[src/rtl/cpu_ctrl_if.sv]
// Control/status bundle between the multi-cycle core controller and its
// datapath/memory. The controller connects to the master modport.
interface cpu_ctrl_if;
  logic [6:0] opcode;
  logic       mem_ready;
  logic       mem_req;
  logic       mem_we;
  logic       mem_sel_data;
  logic       instr_we;
  logic       regs_we;
  logic       wb_en;
  logic       pc_en;
  logic       halted;
  logic       trap;
  logic [2:0] state;

  modport master (
    input  opcode, mem_ready,
    output mem_req, mem_we, mem_sel_data, instr_we, regs_we,
           wb_en, pc_en, halted, trap, state
  );

  modport slave (
    output opcode, mem_ready,
    input  mem_req, mem_we, mem_sel_data, instr_we, regs_we,
           wb_en, pc_en, halted, trap, state
  );
endinterface

[src/rtl/cpu_ctrl.sv]
// Multi-cycle RV32-style core controller: fetch, register read, execute,
// memory access, with sticky halt/trap and a memory wait timeout.
module cpu_ctrl #(
  parameter int unsigned TIMEOUT = 15
) (
  input  logic          clk,
  input  logic          rst_n,
  cpu_ctrl_if.master    bus
);

  localparam int unsigned CW = (TIMEOUT > 0) ? $clog2(TIMEOUT + 1) : 1;

  localparam logic [2:0] FETCH_INSTR = 3'd0;
  localparam logic [2:0] FETCH_REGS  = 3'd1;
  localparam logic [2:0] EXECUTE     = 3'd2;
  localparam logic [2:0] MEM         = 3'd3;
  localparam logic [2:0] HALT        = 3'd4;
  localparam logic [2:0] TRAP        = 3'd5;

  localparam logic [6:0] OP_SYSTEM = 7'b1110011;
  localparam logic [6:0] OP_LOAD   = 7'b0000011;
  localparam logic [6:0] OP_STORE  = 7'b0100011;
  localparam logic [6:0] OP_BRANCH = 7'b1100011;
  localparam logic [6:0] OP_ALUREG = 7'b0110011;
  localparam logic [6:0] OP_ALUIMM = 7'b0010011;
  localparam logic [6:0] OP_LUI    = 7'b0110111;
  localparam logic [6:0] OP_AUIPC  = 7'b0010111;
  localparam logic [6:0] OP_JAL    = 7'b1101111;
  localparam logic [6:0] OP_JALR   = 7'b1100111;

  logic [2:0]    r_state;
  logic [2:0]    w_next;
  logic [CW-1:0] r_wait;
  logic          w_timeout;
  logic          w_mem_req;
  logic          w_is_load;
  logic          w_is_store;
  logic          w_is_wb_op;
  logic          w_instr_we;
  logic          w_regs_we;
  logic          w_wb_en;
  logic          w_pc_en;

  always_comb begin
    w_is_load  = (bus.opcode == OP_LOAD);
    w_is_store = (bus.opcode == OP_STORE);
    w_is_wb_op = (bus.opcode == OP_ALUREG) || (bus.opcode == OP_ALUIMM) ||
                 (bus.opcode == OP_LUI)    || (bus.opcode == OP_AUIPC)  ||
                 (bus.opcode == OP_JAL)    || (bus.opcode == OP_JALR);
    w_mem_req  = (r_state == FETCH_INSTR) || (r_state == MEM);
    // ready in the same cycle takes priority over the timeout
    w_timeout  = (TIMEOUT != 0) && (r_wait == CW'(TIMEOUT)) && !bus.mem_ready;
  end

  always_comb begin
    w_next     = r_state;
    w_instr_we = 1'b0;
    w_regs_we  = 1'b0;
    w_wb_en    = 1'b0;
    w_pc_en    = 1'b0;
    case (r_state)
      FETCH_INSTR: begin
        if (bus.mem_ready) begin
          w_instr_we = 1'b1;
          w_next     = FETCH_REGS;
        end else if (w_timeout) begin
          w_next = TRAP;
        end
      end
      FETCH_REGS: begin
        w_regs_we = 1'b1;
        w_next    = EXECUTE;
      end
      EXECUTE: begin
        if (bus.opcode == OP_SYSTEM) begin
          w_next = HALT;
        end else if (w_is_load || w_is_store) begin
          w_next = MEM;
        end else if (w_is_wb_op) begin
          w_wb_en = 1'b1;
          w_pc_en = 1'b1;
          w_next  = FETCH_INSTR;
        end else if (bus.opcode == OP_BRANCH) begin
          w_pc_en = 1'b1;
          w_next  = FETCH_INSTR;
        end else begin
          w_next = TRAP;
        end
      end
      MEM: begin
        if (bus.mem_ready) begin
          w_pc_en = 1'b1;
          w_wb_en = w_is_load;
          w_next  = FETCH_INSTR;
        end else if (w_timeout) begin
          w_next = TRAP;
        end
      end
      HALT:    w_next = HALT;
      TRAP:    w_next = TRAP;
      default: w_next = TRAP;
    endcase
  end

  // Any state change clears the wait counter; the only changes that enter
  // FETCH_INSTR or MEM are exactly the entries that must restart it.
  always_ff @(posedge clk or negedge rst_n) begin
    if (!rst_n) begin
      r_state <= FETCH_INSTR;
      r_wait  <= '0;
    end else begin
      r_state <= w_next;
      if (w_next != r_state) begin
        r_wait <= '0;
      end else if (w_mem_req && !bus.mem_ready && (r_wait != '1)) begin
        r_wait <= r_wait + CW'(1);
      end
    end
  end

  always_comb begin
    bus.mem_req      = rst_n && w_mem_req;
    bus.mem_sel_data = rst_n && (r_state == MEM);
    bus.mem_we       = rst_n && (r_state == MEM) && w_is_store;
    bus.instr_we     = rst_n && w_instr_we;
    bus.regs_we      = rst_n && w_regs_we;
    bus.wb_en        = rst_n && w_wb_en;
    bus.pc_en        = rst_n && w_pc_en;
    bus.halted       = rst_n && (r_state == HALT);
    bus.trap         = rst_n && (r_state == TRAP);
    bus.state        = r_state;
  end

endmodule

[src/flat_wrapper.sv]
// flat-port wrapper written by rule: the top's interface ports become plain ports
module cpu_ctrl_flat 
#(
  parameter int unsigned TIMEOUT = 15
)
  (clk, rst_n, bus_opcode, bus_mem_ready, bus_mem_req, bus_mem_we, bus_mem_sel_data, bus_instr_we, bus_regs_we, bus_wb_en, bus_pc_en, bus_halted, bus_trap, bus_state);
  cpu_ctrl_if bus_i ();
  input  logic clk;
  input  logic rst_n;
  input wire logic [$bits(bus_i.opcode)-1:0] bus_opcode;
  input wire logic [$bits(bus_i.mem_ready)-1:0] bus_mem_ready;
  output wire logic [$bits(bus_i.mem_req)-1:0] bus_mem_req;
  output wire logic [$bits(bus_i.mem_we)-1:0] bus_mem_we;
  output wire logic [$bits(bus_i.mem_sel_data)-1:0] bus_mem_sel_data;
  output wire logic [$bits(bus_i.instr_we)-1:0] bus_instr_we;
  output wire logic [$bits(bus_i.regs_we)-1:0] bus_regs_we;
  output wire logic [$bits(bus_i.wb_en)-1:0] bus_wb_en;
  output wire logic [$bits(bus_i.pc_en)-1:0] bus_pc_en;
  output wire logic [$bits(bus_i.halted)-1:0] bus_halted;
  output wire logic [$bits(bus_i.trap)-1:0] bus_trap;
  output wire logic [$bits(bus_i.state)-1:0] bus_state;
  assign bus_i.opcode = bus_opcode;
  assign bus_i.mem_ready = bus_mem_ready;
  assign bus_mem_req = bus_i.mem_req;
  assign bus_mem_we = bus_i.mem_we;
  assign bus_mem_sel_data = bus_i.mem_sel_data;
  assign bus_instr_we = bus_i.instr_we;
  assign bus_regs_we = bus_i.regs_we;
  assign bus_wb_en = bus_i.wb_en;
  assign bus_pc_en = bus_i.pc_en;
  assign bus_halted = bus_i.halted;
  assign bus_trap = bus_i.trap;
  assign bus_state = bus_i.state;
  cpu_ctrl #(.TIMEOUT(TIMEOUT)) u_core (.clk(clk), .rst_n(rst_n), .bus(bus_i));
endmodule
[config.mk]
export PLATFORM = sky130hd
export DESIGN_NAME = cpu_ctrl_flat
export DESIGN_NICKNAME = d
export VERILOG_FILES = /design/src/rtl/cpu_ctrl_if.sv /design/src/rtl/cpu_ctrl.sv /design/src/flat_wrapper.sv
export SDC_FILE = /design/constraint.sdc
export NUM_CORES = 1
export LEC_CHECK = 0
export ABC_CLOCK_PERIOD_IN_PS = 3300
export BUFFER_PORTS_ARGS = -buffer_cell sky130_fd_sc_hd__buf_2
export CORE_AREA = 5 5 42 44
export DETAILED_ROUTE_END_ITERATION = 10
export DIE_AREA = 0 0 47 49
export MAX_ROUTING_LAYER = met4
export PLACE_DENSITY_LB_ADDON = 0.2
export SYNTH_ARGS = -nofsm -noshare
export SYNTH_HDL_FRONTEND = slang
export SYNTH_SLANG_ARGS = --single-unit
[constraint.sdc]
create_clock -name clk -period 3.3 [get_ports clk]
set_clock_uncertainty 0.05 [all_clocks]
set_input_delay 0.165 -clock clk [delete_from_list [all_inputs] [get_ports clk]]
set_output_delay 0.165 -clock clk [all_outputs]
set_load 0.02 [all_outputs]
==> metrics.md <==
| Metric | Value |
|---|---|
| Comb power frac | a little under half |
| Setup TNS | 0 ps |
| Fillers | 141 |
| Synth warn | 0 |
| Total setup buffers inserted after CTS | 0 |
| Max-slew violations | 0 |
| Crit path launch | u_core.bus.state[2]$_DFF_PN0_ |
| Commonest non-fill, non-tap cell in the layout | buf_2 |
| Reg-to-reg endpoint | u_core.r_wait[3]$_DFFE_PN0P_ |
| Slew headroom | just over 70% |
| Dpl cells | around 110 |
| Switching pwr | ~0.22 mW |
| Crit path launch type | register |
| TritonRoute pass-1 iters | 2 |
| Die area | approximately 2300 um2 |
| Required @ worst endpoint | between 3000 and 4000 ps |
| Fmax | about 540 MHz |
| Area leader, netlist | dfrtp_1 |
| Cell chosen for the clock root | clkbuf_4 |
| CP Data Arrival Time | ~1600 ps |
| Initial Utilization | between 40% and 50% |
| H-tree depth | 1 |
| Initial DRC count | 8 |
| Min cycle time layout | about 1900 ps |
| Post-synthesis area per instance | about 8.7 um2 |
| Final worst-path cycle share | 56.2% |
| Vias in the first global route | 615 |
| Top-area cell type share of the netlist area | about a quarter |
| Unrepaired setup endpoints after global routing | false |
| R2r setup slk | roughly 1600 ps |
| Via count | around 640 |
| Ports | 22 |
| Register area | between 150 and 200 um2 |
| NumNets Final | around 110 |
| GPL Wtd Cong | 0.813 |
| Leakage | 0.379 nW |
| Status | finished clean |
| FP Rows | 14 |
| FFs w/ async S/R, synth | 100% |
| Worst VDD drop | 366 uV |
| Mapped Area | approximately 670 um2 |
| Layout cells sized above 1 | between 30% and 40% |
| Switching Fraction | a little under half |
| Total track usage | 16.0% |
| Final hold violation count | 0 |
| Worst Path Max Fanout | 13 |
| Actual slew at the worst max-slew pin | ~430 ps |
| Core area | roughly 1400 um2 |
| Drt total wl | ~1500 um |
| Finished Layout Cells | around 120 |
| Yosys cell types | 41 |
| Sequential fraction of the synthesis area | 26.2% |
| Worst setup path category | register to output port |
| Clk sink count | 7 |
| Cell Pwr Density | ~580 nW/um2 |
| Layout area overhead | 20.6% |
| FF-to-FF path depth | 6 |
| Clock share of power | between 10% and 20% |
| Die span in x | 47 um |
| IO Port Bufs | 21 |
| CTS tree | built |
| Synth Instances | slightly below 80 |
| GR Overflow Total | 0 |
| Antenna diodes | 0 |
| Setup violators final | 0 |
| Wire per inst | 13.0 um |
| DRC Markers | 0 |
| Post-synth EDFFs | 0 |
| Most used DFF post-synth | dfrtp_1 |
| Die height | between 40 and 50 um |
| Register clock-pin slew on the reported worst setup and hold paths | around 50 ps |
| Final HPWL DP | 1190 um |
| First-pass GRT wire length | between 2000 and 3000 um |
| Internal | 0.245 mW |
| Worst skew pair latency | around 260 ps |
| Hold Crit Class | input pin to asynchronous set/reset pin |
| Synth top area cells | dfrtp_1, nor4_4, nor2_1, nand2_1, and3_1 |
| TritonCTS buffer count | 3 |
| Critical Path Sink Type | output port |
| Syn nets | slightly below 90 |
| Flop pwr share | 35.0% |
| Initial antenna violation count | 0 |
| Reg2reg start | u_core.r_wait[0]$_DFFE_PN0P_ |
| Remaining antenna violation count after routing | 0 |
| Leading cell types in the layout, fill and taps excluded | buf_2, nor2_1, nand2_1, dfrtp_1, o21ai_0 |
| CTS max path bufs | 2 |
| DR vias/cell | 5.55 |
| #FFs+latches synth | 7 |
| Post-layout util | 57.6% |
| Area of the multi-input gates | ~470 um2 |
| Max_cap viols | 0 |
| Largest net degree at the start of global routing | 15 |
-- timing repair --
action	4_1_cts	5_1_grt
endpoints found under the hold margin	7	0
hold buffers	1	0
resized for setup	0	0
-- synthesized netlist by cell type, types with 2 or more instances --
cell type	instances
nor2_1	10
dfrtp_1	7
nand2_1	7
o21ai_0	5
and3_1	4
nor2b_1	4
a21oi_1	3
nand2b_1	2
nor4_4	2
or2_2	2
-- cell type report --
class / count / area share, %
multi-input combinational: 66 / 57.8
timing repair buffer: 22 / 14.3
sequential: 7 / 21.7
clock buffer: 4 / 3.26
tap: 16 / 2.48
inverter: 1 / 0.465
-- through the flow --
step | cell area (um2) | setup slack, ps | power, mW | hold WS [ps]
2_1_floorplan | 669 | 1650 | 0.341 | -181
3_3_place_gp | 771 | 1700 | 0.389 | -24.3
3_5_place_dp | 771 | 1630 | 0.389 | -21.9
4_1_cts | 807 | 1430 | 0.475 | 231
5_1_grt | 807 | 1350 | 0.506 | 269
6_report | 807 | 1440 | 0.468 | 236
-- routing by layer --
layer  up-vias  global-route usage (%)  routed length, um
li1        325                       -                  -
met1       300                    17.0                596
met2        14                    25.8                766
met3         5                    3.32                101
met4         0                    9.68                 41
met5         -                       -                  0
-- worst max path at each step --
stage,end,depth (start not counted)
2_1_floorplan,bus_mem_we,4
3_3_place_gp,u_core.r_wait[3]$_DFFE_PN0P_,6
3_5_place_dp,u_core.r_wait[3]$_DFFE_PN0P_,6
4_1_cts,bus_mem_we,4
5_1_grt,bus_mem_we,4
6_report,bus_mem_we,4
-- power groups by stage --
stage               sequential (mW)  clock [mW]  combinational, mW
finish                        0.164      0.0809              0.223
global route                  0.171      0.0891              0.245
CTS                           0.164      0.0850              0.226
detailed placement            0.166           0              0.224
global placement              0.165           0              0.224
floorplan                     0.147           0              0.194
-- worst max-delay path, stage by stage, from the launching register on --
cell,delay [ps]
dfrtp_1,590
and2b_1,280
and3_1,190
and3_1,170
buf_2,150
-- state kept, by name, summed over array words and instances, names as in the netlist --
register / count
u_core.bus.state: 3
u_core.r_wait: 4
-- cells by family (layout without fill, tap and decap cells) --
| logic type | after synthesis | after routing | synth area share [%] |
|---|---|---|---|
| muxes | 1 | 1 | 1.50 |
| AOI/OAI and AO/OA | 20 | 20 | 21.7 |
| adders and majority gates | 1 | 1 | 1.87 |
| DFF | 7 | 7 | 26.2 |
| xor gates and xnor gates | 3 | 3 | 5.05 |
| and+or+nand+nor | 41 | 41 | 39.6 |
| buffers and inverters | 4 | 27 | 4.11 |
Power figures use the tool's default switching activity.
